<file path="src/rtl/aux_id_stage.sv">
`default_nettype none
//==============================================================================
// Module      : aux_id_stage
// Description : ID-stage auxiliary logic with a registered ID/EX output.
//               Selects the destination register, extends the immediate,
//               holds the result behind a valid/ready handshake, stalls one
//               cycle on a load-use hazard and counts the inserted bubbles.
// Revision    : 1.0 - initial release
//==============================================================================
module aux_id_stage #(
    parameter int GPR_BIT  = 32,
    parameter int GPR_ADR  = 5,
    parameter int IMM_BIT  = 16,
    parameter int LINK_REG = 31,
    parameter int CNT_W    = 16
) (
    input  logic               clk,
    input  logic               rst_n,

    // Decoded instruction from ID
    input  logic               in_valid,
    output logic               in_ready,
    input  logic [GPR_ADR-1:0] in_rs,
    input  logic [GPR_ADR-1:0] in_rt,
    input  logic [GPR_ADR-1:0] in_rd,
    input  logic               in_use_rs,
    input  logic               in_use_rt,
    input  logic [IMM_BIT-1:0] in_imm,
    input  logic [1:0]         in_ext_mode,
    input  logic [1:0]         in_dst_mode,
    input  logic               in_is_load,

    input  logic               flush,

    // Registered instruction towards EX
    output logic               out_valid,
    input  logic               out_ready,
    output logic [GPR_ADR-1:0] out_dst,
    output logic               out_wr_en,
    output logic [GPR_BIT-1:0] out_ext_imm,
    output logic               out_is_load,

    output logic [CNT_W-1:0]   bubble_cnt
);

    // Number of bits the raw immediate is padded by when widened
    localparam int c_pad_bits = GPR_BIT - IMM_BIT;

    // Immediate extension modes
    localparam logic [1:0] c_ext_sext      = 2'd0;
    localparam logic [1:0] c_ext_zext      = 2'd1;
    localparam logic [1:0] c_ext_upper     = 2'd2;
    localparam logic [1:0] c_ext_sext_shl2 = 2'd3;

    // Destination select modes
    localparam logic [1:0] c_dst_rt   = 2'd0;
    localparam logic [1:0] c_dst_rd   = 2'd1;
    localparam logic [1:0] c_dst_link = 2'd2;
    localparam logic [1:0] c_dst_none = 2'd3;

    localparam logic [GPR_ADR-1:0] c_link_reg = GPR_ADR'(LINK_REG);
    localparam logic [GPR_ADR-1:0] c_zero_reg = '0;

    //--------------------------------------------------------------------------
    // Pipeline register contents
    //--------------------------------------------------------------------------
    logic               r_valid;
    logic [GPR_ADR-1:0] r_dst;
    logic               r_wr_en;
    logic [GPR_BIT-1:0] r_ext_imm;
    logic               r_is_load;
    logic [CNT_W-1:0]   r_bubble_cnt;

    //--------------------------------------------------------------------------
    // Combinational datapath
    //--------------------------------------------------------------------------
    logic [GPR_BIT-1:0] w_sext;
    logic [GPR_BIT-1:0] w_zext;
    logic [GPR_BIT-1:0] w_upper;
    logic [GPR_BIT-1:0] w_sext_shl2;
    logic [GPR_BIT-1:0] w_ext_imm;
    logic [GPR_ADR-1:0] w_dst;
    logic               w_wr_en;

    assign w_sext      = {{c_pad_bits{in_imm[IMM_BIT-1]}}, in_imm};
    assign w_zext      = {{c_pad_bits{1'b0}}, in_imm};
    assign w_upper     = {in_imm, {c_pad_bits{1'b0}}};
    // Shift drops the two top bits of the sign-extended value (mod 2^GPR_BIT)
    assign w_sext_shl2 = {w_sext[GPR_BIT-3:0], 2'b00};

    // Pick the immediate form requested by the decoder
    always_comb begin
        w_ext_imm = w_sext;
        case (in_ext_mode)
            c_ext_sext:      w_ext_imm = w_sext;
            c_ext_zext:      w_ext_imm = w_zext;
            c_ext_upper:     w_ext_imm = w_upper;
            c_ext_sext_shl2: w_ext_imm = w_sext_shl2;
            default:         w_ext_imm = w_sext;
        endcase
    end

    // Pick the destination register address
    always_comb begin
        w_dst = c_zero_reg;
        case (in_dst_mode)
            c_dst_rt:   w_dst = in_rt;
            c_dst_rd:   w_dst = in_rd;
            c_dst_link: w_dst = c_link_reg;
            c_dst_none: w_dst = c_zero_reg;
            default:    w_dst = c_zero_reg;
        endcase
    end

    // r0 is hard-wired, so a write to it is suppressed; this also keeps
    // r0 out of hazard detection.
    assign w_wr_en = (in_dst_mode != c_dst_none) && (w_dst != c_zero_reg);

    //--------------------------------------------------------------------------
    // Load-use hazard and handshake
    //--------------------------------------------------------------------------
    logic w_rs_hit;
    logic w_rt_hit;
    logic w_hazard;
    logic w_take;
    logic w_bubble;
    logic w_drain;
    logic w_cnt_full;

    assign w_rs_hit = in_use_rs && (in_rs == r_dst);
    assign w_rt_hit = in_use_rt && (in_rt == r_dst);
    assign w_hazard = r_valid && r_is_load && r_wr_en && (w_rs_hit || w_rt_hit);

    // No skid buffer: acceptance follows out_ready in the same cycle.
    // Gated by rst_n so nothing is accepted while reset is asserted.
    assign in_ready = rst_n && !flush && !w_hazard && (!r_valid || out_ready);

    assign w_take   = in_valid && in_ready;
    // A bubble is only real once EX takes the load; flush overrides it
    assign w_bubble = !flush && w_hazard && in_valid && out_ready;
    assign w_drain  = r_valid && out_ready;

    assign w_cnt_full = &r_bubble_cnt;

    //--------------------------------------------------------------------------
    // Sequential state
    //--------------------------------------------------------------------------

    // Valid flag: flush, then accept, then bubble/drain empty the stage
    always_ff @(posedge clk or negedge rst_n) begin
        if (!rst_n) begin
            r_valid <= 1'b0;
        end else if (flush) begin
            r_valid <= 1'b0;
        end else if (w_take) begin
            r_valid <= 1'b1;
        end else if (w_bubble || w_drain) begin
            r_valid <= 1'b0;
        end
    end

    // Payload registers load only on an accepted transfer, so they hold
    // steady while EX back-pressures.
    always_ff @(posedge clk or negedge rst_n) begin
        if (!rst_n) begin
            r_dst     <= '0;
            r_wr_en   <= 1'b0;
            r_ext_imm <= '0;
            r_is_load <= 1'b0;
        end else if (!flush && w_take) begin
            r_dst     <= w_dst;
            r_wr_en   <= w_wr_en;
            r_ext_imm <= w_ext_imm;
            r_is_load <= in_is_load;
        end
    end

    // Saturating bubble counter
    always_ff @(posedge clk or negedge rst_n) begin
        if (!rst_n) begin
            r_bubble_cnt <= '0;
        end else if (w_bubble && !w_cnt_full) begin
            r_bubble_cnt <= r_bubble_cnt + CNT_W'(1);
        end
    end

    //--------------------------------------------------------------------------
    // Outputs
    //--------------------------------------------------------------------------
    assign out_valid   = r_valid;
    assign out_dst     = r_dst;
    assign out_wr_en   = r_wr_en;
    assign out_ext_imm = r_ext_imm;
    assign out_is_load = r_is_load;
    assign bubble_cnt  = r_bubble_cnt;

endmodule
`default_nettype wire

</file>
<file path="config.mk">
export PLATFORM = sky130hd
export DESIGN_NAME = aux_id_stage
export DESIGN_NICKNAME = d
export VERILOG_FILES = /design/src/rtl/aux_id_stage.sv
export SDC_FILE = /design/constraint.sdc
export NUM_CORES = 1
export LEC_CHECK = 0
export CELL_PAD_IN_SITES_DETAIL_PLACEMENT = 2
export CELL_PAD_IN_SITES_GLOBAL_PLACEMENT = 2
export CORE_MARGIN = 5
export CORE_UTILIZATION = 26
export CTS_CLUSTER_SIZE = 20
export DETAILED_ROUTE_END_ITERATION = 6
export PLACE_DENSITY_LB_ADDON = 0.12
export SYNTH_ARGS = -nofsm -noshare
export SYNTH_HDL_FRONTEND = slang
export SYNTH_SLANG_ARGS = --single-unit
</file>
<file path="constraint.sdc">
create_clock -name clk -period 1.9 [get_ports clk]
set_clock_uncertainty 0.15 [all_clocks]
set_input_delay 0.38 -clock clk [delete_from_list [all_inputs] [get_ports clk]]
set_output_delay 0.38 -clock clk [all_outputs]
set_load 0.05 [all_outputs]
</file>
==> summary.txt <==
Floorplanning
  – Core area: 12000 sq um
  – Row cnt: 40
  – Die area: 14500 sq um
  – Die width: 120 microns
  – I/O Pins: 100
  – Starting Density: 26.5%
  – Height of the die: 120 microns

Pwr
  – Sequential power share: 36.0%
  – Clock power share: 22.6%
  – Worst VDD drop: 0.000330 V
  – Leak: 2.44 nW
  – Power Dens Cells: 802 nW/um^2
  – Int Power: 2.64 mW
  – P_sw: 1.59 mW
  – Comb pwr share: 41.4%
  – Switching part of the total: 37.6%

Critical path
  – Slowest-stage cell, CP: dfrtp_2
  – Critical Path Fanout Max: 4
  – CP top delay family: flip-flops
  – Worst reg-to-reg setup slack: -0.35 ns
  – Worst Setup SP: out_dst[3]$_DFFE_PN0P_
  – RR Startpoint: out_dst[3]$_DFFE_PN0P_
  – Worst Path Class, Setup: reg -> out
  – Critical path data arrival time: 1.73 ns
  – Buf/Inv on CP: 2
  – Reg2reg end: bubble_cnt[8]$_DFFE_PN0P_
  – CP endpoint kind: output pin
  – Worst path max stage delay: 0.45 ns
  – Reg2reg path depth: 7
  – CP Launch Type: register
  – CP Cell Sequence: xnor2_1, nand4_1, o31ai_4, buf_4, nor2_4, buf_8
  – Required @ worst endpoint: 1.37 ns

Clocking
  – CTS Buffer Depth: 2
  – Worst-skew pair later-pin latency: 0.29 ns
  – CTS Hold Buffers Added: 0
  – H-tree levels: 2
  – Root buf cell: clkbuf_16
  – CTS sink cnt: 56
  – Clock transition at path regs: 0.07 ns
  – Num CTS Buffers: 5
  – CTS tree: done

Timing
  – Final Cycle Share: 119%
  – Hold Vio Cnt, Final: 0
  – Fin Setup TNS: -15.55 ns
  – Final min period: 2.26 ns
  – RSZ-0062 raised after global routing: yes
  – Worst-margin pin slew: 0.740 ns
  – Endpoints failing setup: 55
  – Final worst slack: -0.363 ns
  – Pins Over Slew Limit: 0
  – Fmax: 442 MHz
  – Worst slew margin: 50.7%

Detailed routing
  – Vias: 2817
  – WL/cell: 18.8 microns
  – # DRC: 0
  – Total Routed Length: 11.2 mm
  – Post-route ant nets: 0
  – Drt pass-1 iters: 4
  – Via-to-Cell Ratio: 4.73
  – DRT iter0 DRCs: 76

Layout
  – Register area: 1420 sq um
  – Final instance area: 5260 sq um
  – Most frequent cells in the layout: buf_4 (114), dfrtp_1 (40), mux2_4 (37)
  – Nets: 491
  – P&R area growth vs syn: 66.2%
  – Commonest non-fill, non-tap cell in the layout: buf_4
  – Area of the multi-input gates: 1900 sq um
  – Layout fillers: 1269
  – N_diodes: 0
  – Final core utilization: 44.0%
  – Layout cells sized above 1: 53.1%

Yosys
  – Synth Cell Area: 3170 sq um
  – Synth warn: 0
  – Post-synthesis sequential area ratio: 44.3%
  – Synth Instances: 276
  – Syn avg cell area: 11.5 sq um
  – Yosys top cell area share: 44.3%
  – Mapped Nets: 320
  – Yosys cell types: 39
  – Flops & latches, synth: 56
  – Post-synth EDFFs: 0
  – Synth area leader: dfrtp_1
  – Post-synth top flop: dfrtp_1
  – FFs w/ async S/R, synth: 100%
  – Top cells by area, synth: dfrtp_1 (44%), mux2_4 (14%), xor2_1 (4.2%), o21ai_0 (4.1%), a22o_1 (3.0%)

Outcome
  – Violated checks: setup timing
  – Status: finished with violations

Global routing
  – GRT Total Usage: 15.8%
  – Initial antenna violation count: 0
  – Overflow after GRT: 0
  – First-pass GRT wire length: 18.2 mm
  – Pin count of the biggest net entering global routing: 57
  – Vias in the first global route: 3277

Place
  – Hpwl dp: 8.19 mm
  – Port-buffer cells: 99
  – GP Congestion: 0.804
  – Placed instance area: 4690 sq um

Job
  – Max-Cap Viols: 0

Hold path
  – Hold Path Class: in -> async
[power groups by stage]
stage	combinational, mW	sequential [mW]	clock, mW
after floorplan	0.431	2.12	0
after global placement	1.65	1.53	0
after detailed placement	1.67	1.54	0
after CTS	1.71	1.52	0.996
after global routing	1.85	1.55	1.04
final	1.75	1.52	0.952
[worst max-delay path by stage]
stage | endpoint | slack (ns) | depth (start not counted)
floorplan | bubble_cnt[10]$_DFFE_PN0P_ | -0.26 | 7
global placement | in_ready | -0.59 | 7
detailed placement | bubble_cnt[5]$_DFFE_PN0P_ | -0.64 | 7
CTS | in_ready | -0.38 | 6
global route | bubble_cnt[7]$_DFFE_PN0P_ | -0.48 | 7
finish | in_ready | -0.36 | 6
[tightest hold or removal path: stages]
cell and delay, ns:
buf_2 0.14, buf_4 0.13, buf_4 0.59
[per-layer routing]
metal | GRT usage [%] | wire length (microns) | vias to the layer above
met1 | 20.2 | 5000 | 1408
met3 | 3.74 | 520 | 7
met4 | 3.19 | 102 | 0
li1 | - | - | 1338
met2 | 27.4 | 5570 | 64
met5 | 0 | 0 | -
[stage by stage]
step                cells  power (mW)  setup WS [ns]  hold slack, ns
global route          595        4.44         -0.481           0.364
CTS                   590        4.23         -0.379           0.324
global placement      566        3.17         -0.591           0.341
finish                595        4.22         -0.363           0.291
detailed placement    566        3.20         -0.640           0.349
floorplan             276        2.55         -0.265         -0.0656
[cells in the mapped netlist, types with 2 or more instances]
| cell type | number |
|---|---|
| mux2_4 | 30 |
| clkbuf_1 | 9 |
| inv_1 | 9 |
| nor2_1 | 11 |
| nor2b_1 | 2 |
| nor4_1 | 4 |
| nand2_1 | 19 |
| mux2_2 | 7 |
| nor3_2 | 8 |
| nor4_2 | 2 |
| nand4_1 | 8 |
| o21ai_0 | 26 |
| nand3_1 | 5 |
| a22o_1 | 11 |
| xnor2_1 | 10 |
| nor3b_1 | 2 |
| xor2_1 | 15 |
| o41ai_1 | 2 |
| nand4_2 | 2 |
| mux2i_1 | 2 |
| nor2_4 | 2 |
| dfrtp_1 | 56 |
| buf_6 | 5 |
| a21oi_1 | 14 |
[sequential cells by signal, summed over array words and instances, names as in the netlist]
register	flops
out_ext_imm	32
bubble_cnt	16
out_wr_en	1
out_is_load	1
out_dst	5
out_valid	1
[layout make-up]
type                    count  area share, %
multi-input cells         198           36.1
repair buffers            177           30.0
flip-flops and latches     56           27.0
well taps                 147           3.49
clock buffers               8           2.78
inverters                   9          0.642
[repair_timing]
item,in CTS,in global routing
setup buffers,15,6
pin swaps,13,17
resized for setup,33,29
hold endpoints to repair,0,0
cloned,1,0
endpoints found under the setup margin,57,57
[cell families after synthesis]
family,share of synthesized area [%]
xor gates and xnor gates,6.92
muxes,17.4
and+or+nand+nor,14.5
adders and majority gates,0.395
AOI/OAI and AO/OA,12.6
DFF,44.3
buffers and inverters,3.91
Note: power is estimated with default switching activity, not from simulation.
